**src/rtl/weight_bank_ctrl.sv**
```systemverilog
// Multi-bank weight memory controller: the write side fills banks in rotation while the
// read side replays the oldest full bank for a configurable number of passes.
module weight_bank_ctrl #(
  parameter int unsigned WR_ADDR_DEPTH = 10,
  parameter int unsigned RD_ADDR_DEPTH = 8,
  parameter int unsigned BANK_NUM      = 2,
  parameter int unsigned BANK_W        = 1,
  parameter int unsigned REP_W         = 8
) (
  input  logic                     clk,
  input  logic                     rstn,
  input  logic                     flush,
  input  logic [WR_ADDR_DEPTH:0]   cfg_wr_len,
  input  logic [RD_ADDR_DEPTH:0]   cfg_rd_len,
  input  logic [REP_W-1:0]         cfg_rd_rep,
  input  logic                     wt_valid,
  output logic                     wt_ready,
  output logic                     wr_en,
  output logic [BANK_W-1:0]        wr_bank,
  output logic [WR_ADDR_DEPTH-1:0] addr_wr,
  input  logic                     rd_start,
  output logic                     rd_busy,
  output logic                     rd_en,
  output logic [BANK_W-1:0]        rd_bank,
  output logic [RD_ADDR_DEPTH-1:0] addr_rd,
  output logic                     rd_last,
  output logic                     state_rst,
  output logic [BANK_W:0]          bank_cnt
);

  localparam logic [BANK_W-1:0]        LastBank = BANK_W'(BANK_NUM - 1);
  localparam logic [BANK_W-1:0]        BankOne  = BANK_W'(1);
  localparam logic [BANK_W:0]          BankNum  = (BANK_W + 1)'(BANK_NUM);
  localparam logic [BANK_W:0]          CntOne   = (BANK_W + 1)'(1);
  localparam logic [WR_ADDR_DEPTH:0]   WrOne    = (WR_ADDR_DEPTH + 1)'(1);
  localparam logic [WR_ADDR_DEPTH-1:0] WrInc    = WR_ADDR_DEPTH'(1);
  localparam logic [RD_ADDR_DEPTH:0]   RdOne    = (RD_ADDR_DEPTH + 1)'(1);
  localparam logic [RD_ADDR_DEPTH-1:0] RdInc    = RD_ADDR_DEPTH'(1);
  localparam logic [REP_W-1:0]         RepOne   = REP_W'(1);

  typedef enum logic {StIdle, StRead} rd_state_e;

  rd_state_e                state_q, state_d;
  logic [BANK_W-1:0]        wb_q, wb_d, rb_q, rb_d, rd_bank_q, rd_bank_d;
  logic [BANK_W:0]          bank_cnt_q, bank_cnt_d;
  logic [WR_ADDR_DEPTH-1:0] addr_wr_q, addr_wr_d;
  logic [WR_ADDR_DEPTH:0]   wr_len_q, wr_len_d;
  logic [RD_ADDR_DEPTH-1:0] addr_rd_q, addr_rd_d;
  logic [RD_ADDR_DEPTH:0]   rd_len_q, rd_len_d;
  logic [REP_W-1:0]         rd_rep_q, rd_rep_d, pass_q, pass_d;
  logic                     rd_last_q, rd_last_d, state_rst_q, state_rst_d;

  logic [WR_ADDR_DEPTH:0]   wr_len_norm, wr_len_cur;
  logic [RD_ADDR_DEPTH:0]   rd_len_norm;
  logic [REP_W-1:0]         rd_rep_norm;
  logic                     wr_done, release_bank;

  function automatic logic [BANK_W-1:0] bank_inc(input logic [BANK_W-1:0] b);
    return (b == LastBank) ? '0 : b + BankOne;
  endfunction

  assign wt_ready  = bank_cnt_q < BankNum;
  assign wr_en     = wt_valid & wt_ready;
  assign wr_bank   = wb_q;
  assign addr_wr   = addr_wr_q;
  assign rd_busy   = (state_q == StRead);
  assign rd_en     = (state_q == StRead);
  assign rd_bank   = rd_bank_q;
  assign addr_rd   = addr_rd_q;
  assign rd_last   = rd_last_q;
  assign state_rst = state_rst_q;
  assign bank_cnt  = bank_cnt_q;

  assign wr_len_norm = (cfg_wr_len == '0) ? WrOne : cfg_wr_len;
  assign rd_len_norm = (cfg_rd_len == '0) ? RdOne : cfg_rd_len;
  assign rd_rep_norm = (cfg_rd_rep == '0) ? RepOne : cfg_rd_rep;
  // Length is latched on the first beat of a bank; that beat uses the live value.
  assign wr_len_cur  = (addr_wr_q == '0) ? wr_len_norm : wr_len_q;
  assign wr_done     = wr_en && ({1'b0, addr_wr_q} == wr_len_cur - WrOne);

  always_comb begin
    state_d      = state_q;
    wb_d         = wb_q;
    rb_d         = rb_q;
    rd_bank_d    = rd_bank_q;
    bank_cnt_d   = bank_cnt_q;
    addr_wr_d    = addr_wr_q;
    wr_len_d     = wr_len_q;
    addr_rd_d    = addr_rd_q;
    rd_len_d     = rd_len_q;
    rd_rep_d     = rd_rep_q;
    pass_d       = pass_q;
    rd_last_d    = 1'b0;
    release_bank = 1'b0;

    if (wr_en) begin
      if (addr_wr_q == '0) wr_len_d = wr_len_norm;
      if (wr_done) begin
        addr_wr_d = '0;
        wb_d      = bank_inc(wb_q);
      end else begin
        addr_wr_d = addr_wr_q + WrInc;
      end
    end

    unique case (state_q)
      StIdle: begin
        if (rd_start && (bank_cnt_q != '0)) begin
          state_d   = StRead;
          rd_len_d  = rd_len_norm;
          rd_rep_d  = rd_rep_norm;
          rd_bank_d = rb_q;
          addr_rd_d = '0;
          pass_d    = '0;
          rd_last_d = (rd_len_norm == RdOne) && (rd_rep_norm == RepOne);
        end
      end
      StRead: begin
        if (rd_last_q) begin
          state_d      = StIdle;
          release_bank = 1'b1;
          rb_d         = bank_inc(rb_q);
          addr_rd_d    = '0;
          pass_d       = '0;
        end else begin
          if ({1'b0, addr_rd_q} == rd_len_q - RdOne) begin
            addr_rd_d = '0;
            pass_d    = pass_q + RepOne;
          end else begin
            addr_rd_d = addr_rd_q + RdInc;
          end
          // Registered rd_last: flag the upcoming address if it ends the final pass.
          rd_last_d = ({1'b0, addr_rd_d} == rd_len_q - RdOne) && (pass_d == rd_rep_q - RepOne);
        end
      end
      default: state_d = StIdle;
    endcase

    case ({wr_done, release_bank})
      2'b10:   bank_cnt_d = bank_cnt_q + CntOne;
      2'b01:   bank_cnt_d = bank_cnt_q - CntOne;
      default: bank_cnt_d = bank_cnt_q;
    endcase

    state_rst_d = release_bank;

    if (flush) begin
      state_d     = StIdle;
      wb_d        = '0;
      rb_d        = '0;
      rd_bank_d   = '0;
      bank_cnt_d  = '0;
      addr_wr_d   = '0;
      wr_len_d    = '0;
      addr_rd_d   = '0;
      rd_len_d    = '0;
      rd_rep_d    = '0;
      pass_d      = '0;
      rd_last_d   = 1'b0;
      state_rst_d = 1'b0;
    end
  end

  always_ff @(posedge clk or negedge rstn) begin
    if (!rstn) begin
      state_q     <= StIdle;
      wb_q        <= '0;
      rb_q        <= '0;
      rd_bank_q   <= '0;
      bank_cnt_q  <= '0;
      addr_wr_q   <= '0;
      wr_len_q    <= '0;
      addr_rd_q   <= '0;
      rd_len_q    <= '0;
      rd_rep_q    <= '0;
      pass_q      <= '0;
      rd_last_q   <= 1'b0;
      state_rst_q <= 1'b0;
    end else begin
      state_q     <= state_d;
      wb_q        <= wb_d;
      rb_q        <= rb_d;
      rd_bank_q   <= rd_bank_d;
      bank_cnt_q  <= bank_cnt_d;
      addr_wr_q   <= addr_wr_d;
      wr_len_q    <= wr_len_d;
      addr_rd_q   <= addr_rd_d;
      rd_len_q    <= rd_len_d;
      rd_rep_q    <= rd_rep_d;
      pass_q      <= pass_d;
      rd_last_q   <= rd_last_d;
      state_rst_q <= state_rst_d;
    end
  end

endmodule

```
**config.mk**
```make
export PLATFORM = sky130hd
export DESIGN_NAME = weight_bank_ctrl
export DESIGN_NICKNAME = d
export VERILOG_FILES = /design/src/rtl/weight_bank_ctrl.sv
export SDC_FILE = /design/constraint.sdc
export NUM_CORES = 1
export LEC_CHECK = 0
export CORE_MARGIN = 2
export CORE_UTILIZATION = 50
export CTS_CLUSTER_SIZE = 16
export DETAILED_ROUTE_END_ITERATION = 10
export HOLD_SLACK_MARGIN = 0.08
export PLACE_DENSITY = 0.87
export SLEW_MARGIN = 20
export SYNTH_ARGS = -nofsm -noshare
export SYNTH_HDL_FRONTEND = slang
export SYNTH_SLANG_ARGS = --single-unit
export TNS_END_PERCENT = 30
```
**constraint.sdc**
```tcl
create_clock -name clk -period 3.9 [get_ports clk]
set_clock_uncertainty 0.1 [all_clocks]
set_input_delay 0.78 -clock clk [delete_from_list [all_inputs] [get_ports clk]]
set_output_delay 0.78 -clock clk [all_outputs]
set_load 0.05 [all_outputs]
```
==> metrics.txt <==
pin count of the biggest net entering global routing=42; final cell count without fillers=around 700; initial antenna violation count=0; RSZ-0062 raised after global routing=true; outcome=complete, no violations; commonest non-fill, non-tap cell in the layout=clkdlybuf4s50_1; Synth cell types=82; Syn-to-layout area delta=28.4%; First-pass DRT Iterations=5; crit path DAT=3980 ps; RD Place Congestion=roughly 0.89; Num Clock Sinks=between 60 and 70; synthesized net count=approximately 520; Via Count=4133; Synthesis Warnings=0; share of flip-flops with an asynchronous set or reset=100%; clock share of power=between 30% and 40%; Final Critical Period=roughly 3800 ps; Layout fillers=about 690; Tot Pwr=roughly 1.6 mW; GRT overflow=0; DP Area=5450 um^2; maximum VDD drop=192 uV; worst hold-check path type=register to register; Critical Path End Type=register; PwrDens=approximately 270 nW/um^2; max_slew headroom=between 30% and 40%; Slew Limit Fails=0; core area=~8700 um^2; die footprint=9680 um^2; Clk Latency, worst-skew pair=between 300 and 400 ps; root buf cell=clkbuf_8; FF+latch count, synth=62; final setup violating endpoints=0; NetSw=0.443 mW; chip width=98.4 um; CTS tree=built; commonest cells after routing, fill and taps aside=clkdlybuf4s50_1 (59), dfrtp_1 (55), nor2_1 (45), buf_4 (45), nand2_1 (39); Hold Slack=approximately 400 ps; layout cells sized above 1=about a fifth; design area=about 5700 um^2; P_int=approximately 1.1 mW; num rows=34; Global Route Usage Sum=25.6%; final core utilization=between 60% and 70%; Worst Setup Start Kind=register; Switching Share=28.4%; mapped cell area=approximately 4500 um^2; detailed router's first-iteration violation count=roughly 190; ANT cells=0; Starting Density=between 50% and 60%; Reg clk slew, reported paths=80 ps; placed cells=~670; Required @ worst endpoint=~4000 ps; Post-synth EDFFs=0; Clock Path Buffers=2; max cap viols=0; vias per cell=6.01; Post-Synthesis Cells=between 400 and 500; Pleak=between 2 and 3 nW; io pins=slightly above 60; Fmax=between 0.2 and 0.3 GHz; CTS Buf Count=9; post-detailed-route count of antenna-violating nets=0; final layout net count=between 600 and 700; sequential share of power=42.6%; post-synthesis sequential area ratio=between 30% and 40%; period utilization=a little over nine tenths; Avg Cell Area, Syn=9.30 um^2; CTS H-Tree Depth=3; drt drc=0; combinational group share of total power=between 15 and 20%; Crit Path Category=register to register; die height=around 98 um; critical path peak fanout=4; Main synth FF type=dfrtp_1; IO buf count=60; vias in the first global route=4048; routed len/inst=about 18 um; Post-Route WL=between 10000 and 15000 um; post-DP HPWL=8920 um; Hold Fails Final Rpt=0; global-route wire length before repair=around 20000 um; Slew @ Worst Pin=958 ps; Hold Buf Count CTS=0
-- state kept, by name (all words and copies together), names as in the netlist, 2 cells and up --
name / count
wr_len_q: 11
bank_cnt: 2
addr_wr: 10
pass_q: 8
rd_len_q: 9
rd_rep_q: 8
addr_rd: 8
-- final cells by class --
type / instances / area (um^2) / area share, %
flip-flops and latches: 62 / 1560 / 27.3
clock inverters: 6 / 70.1 / 1.22
inverters: 20 / 75.1 / 1.31
repair buffers: 107 / 965 / 16.9
clock buffers: 10 / 138 / 2.40
well taps: 108 / 135 / 2.36
multi-input cells: 375 / 2780 / 48.6
-- logic make-up (layout without fill, tap and decap cells) --
| logic type | count (synthesis) | in the layout | synth area share (%) |
|---|---|---|---|
| compound gates | 98 | 98 | 16.5 |
| buf+inv | 42 | 143 | 4.58 |
| mux | 26 | 26 | 6.09 |
| simple gates | 188 | 188 | 23.9 |
| flops | 62 | 62 | 34.8 |
| fa+ha+maj | 7 | 7 | 1.97 |
| xor+xnor | 56 | 56 | 12.2 |
-- worst max-delay path: stages (launching register included) --
cell,delay (ps)
dfrtp_2,410
inv_2,80
ha_4,130
or4b_4,490
o31a_1,290
a21o_2,210
inv_2,70
ha_4,140
nand3b_1,80
mux2_4,310
or4_1,410
nand3b_1,140
a31oi_4,120
nor3_4,200
mux2i_1,220
mux2_1,340
-- what timing repair did --
action                                 4_1_cts  5_1_grt
setup endpoints to repair                    1       10
gates resized for setup                      0        5
setup buffers                                0        5
cloned                                       0        0
endpoints found under the hold margin        0        0
pin swaps                                    1        6
-- through the flow --
stage / setup WS (ps) / setup TNS, ps
6_report: 58.7 / 0
5_1_grt: -109 / -381
4_1_cts: 23.8 / 0
3_5_place_dp: -191 / -1160
3_3_place_gp: -118 / -507
2_1_floorplan: -58.0 / -58.0
-- routing by layer --
layer	vias to the layer above	global-route usage, %	part of all wire [%]
li1	1939	-	-
met1	2023	32.8	42
met2	142	43.1	50
met3	29	5.11	5.4
met4	0	9.59	2.3
met5	-	0	0
-- power by group through the flow --
stage	Clock (mW)	Combinational, mW	Sequential, mW
6_report	0.594	0.302	0.666
5_1_grt	0.643	0.327	0.667
4_1_cts	0.609	0.288	0.665
3_5_place_dp	0	0.286	0.678
3_3_place_gp	0	0.282	0.677
2_1_floorplan	0	0.164	0.682
-- path summary, 6_finish.rpt --
check	cells past startpoint	slack (ps)	from	endpoint
min in group asynchronous	1	470	rstn	wr_len_q[2]$_DFFE_PN0P_
max in group asynchronous	2	2480	rstn	rd_rep_q[4]$_DFFE_PN0P_
worst min-delay path	1	410	pass_q[7]$_DFFE_PN0P_	pass_q[7]$_DFFE_PN0P_
worst min register to register	1	410	pass_q[7]$_DFFE_PN0P_	pass_q[7]$_DFFE_PN0P_
worst max-delay path	15	60	addr_wr[1]$_DFFE_PN0P_	bank_cnt[1]$_DFFE_PN0P_
worst max register to register	15	60	addr_wr[1]$_DFFE_PN0P_	bank_cnt[1]$_DFFE_PN0P_
-- Yosys cell counts (7+ instances only) --
cell type / number / share of area, %
clkbuf_1: 9 / 0.76
or4_1: 8 / 1.3
a22o_1: 16 / 3.1
nor2_1: 45 / 3.8
inv_1: 19 / 1.6
nand3_1: 14 / 1.6
xnor2_1: 29 / 5.7
o21ai_0: 25 / 2.8
o31ai_1: 9 / 1.5
ha_1: 7 / 2.0
dfrtp_1: 62 / 35
xor2_1: 23 / 4.5
nor4_1: 7 / 0.98
mux2i_1: 20 / 4.5
a21oi_1: 8 / 0.90
nor3_1: 23 / 2.6
nand4_1: 8 / 1.1
nand2_1: 39 / 3.3
(Power assumes the default switching activity.)
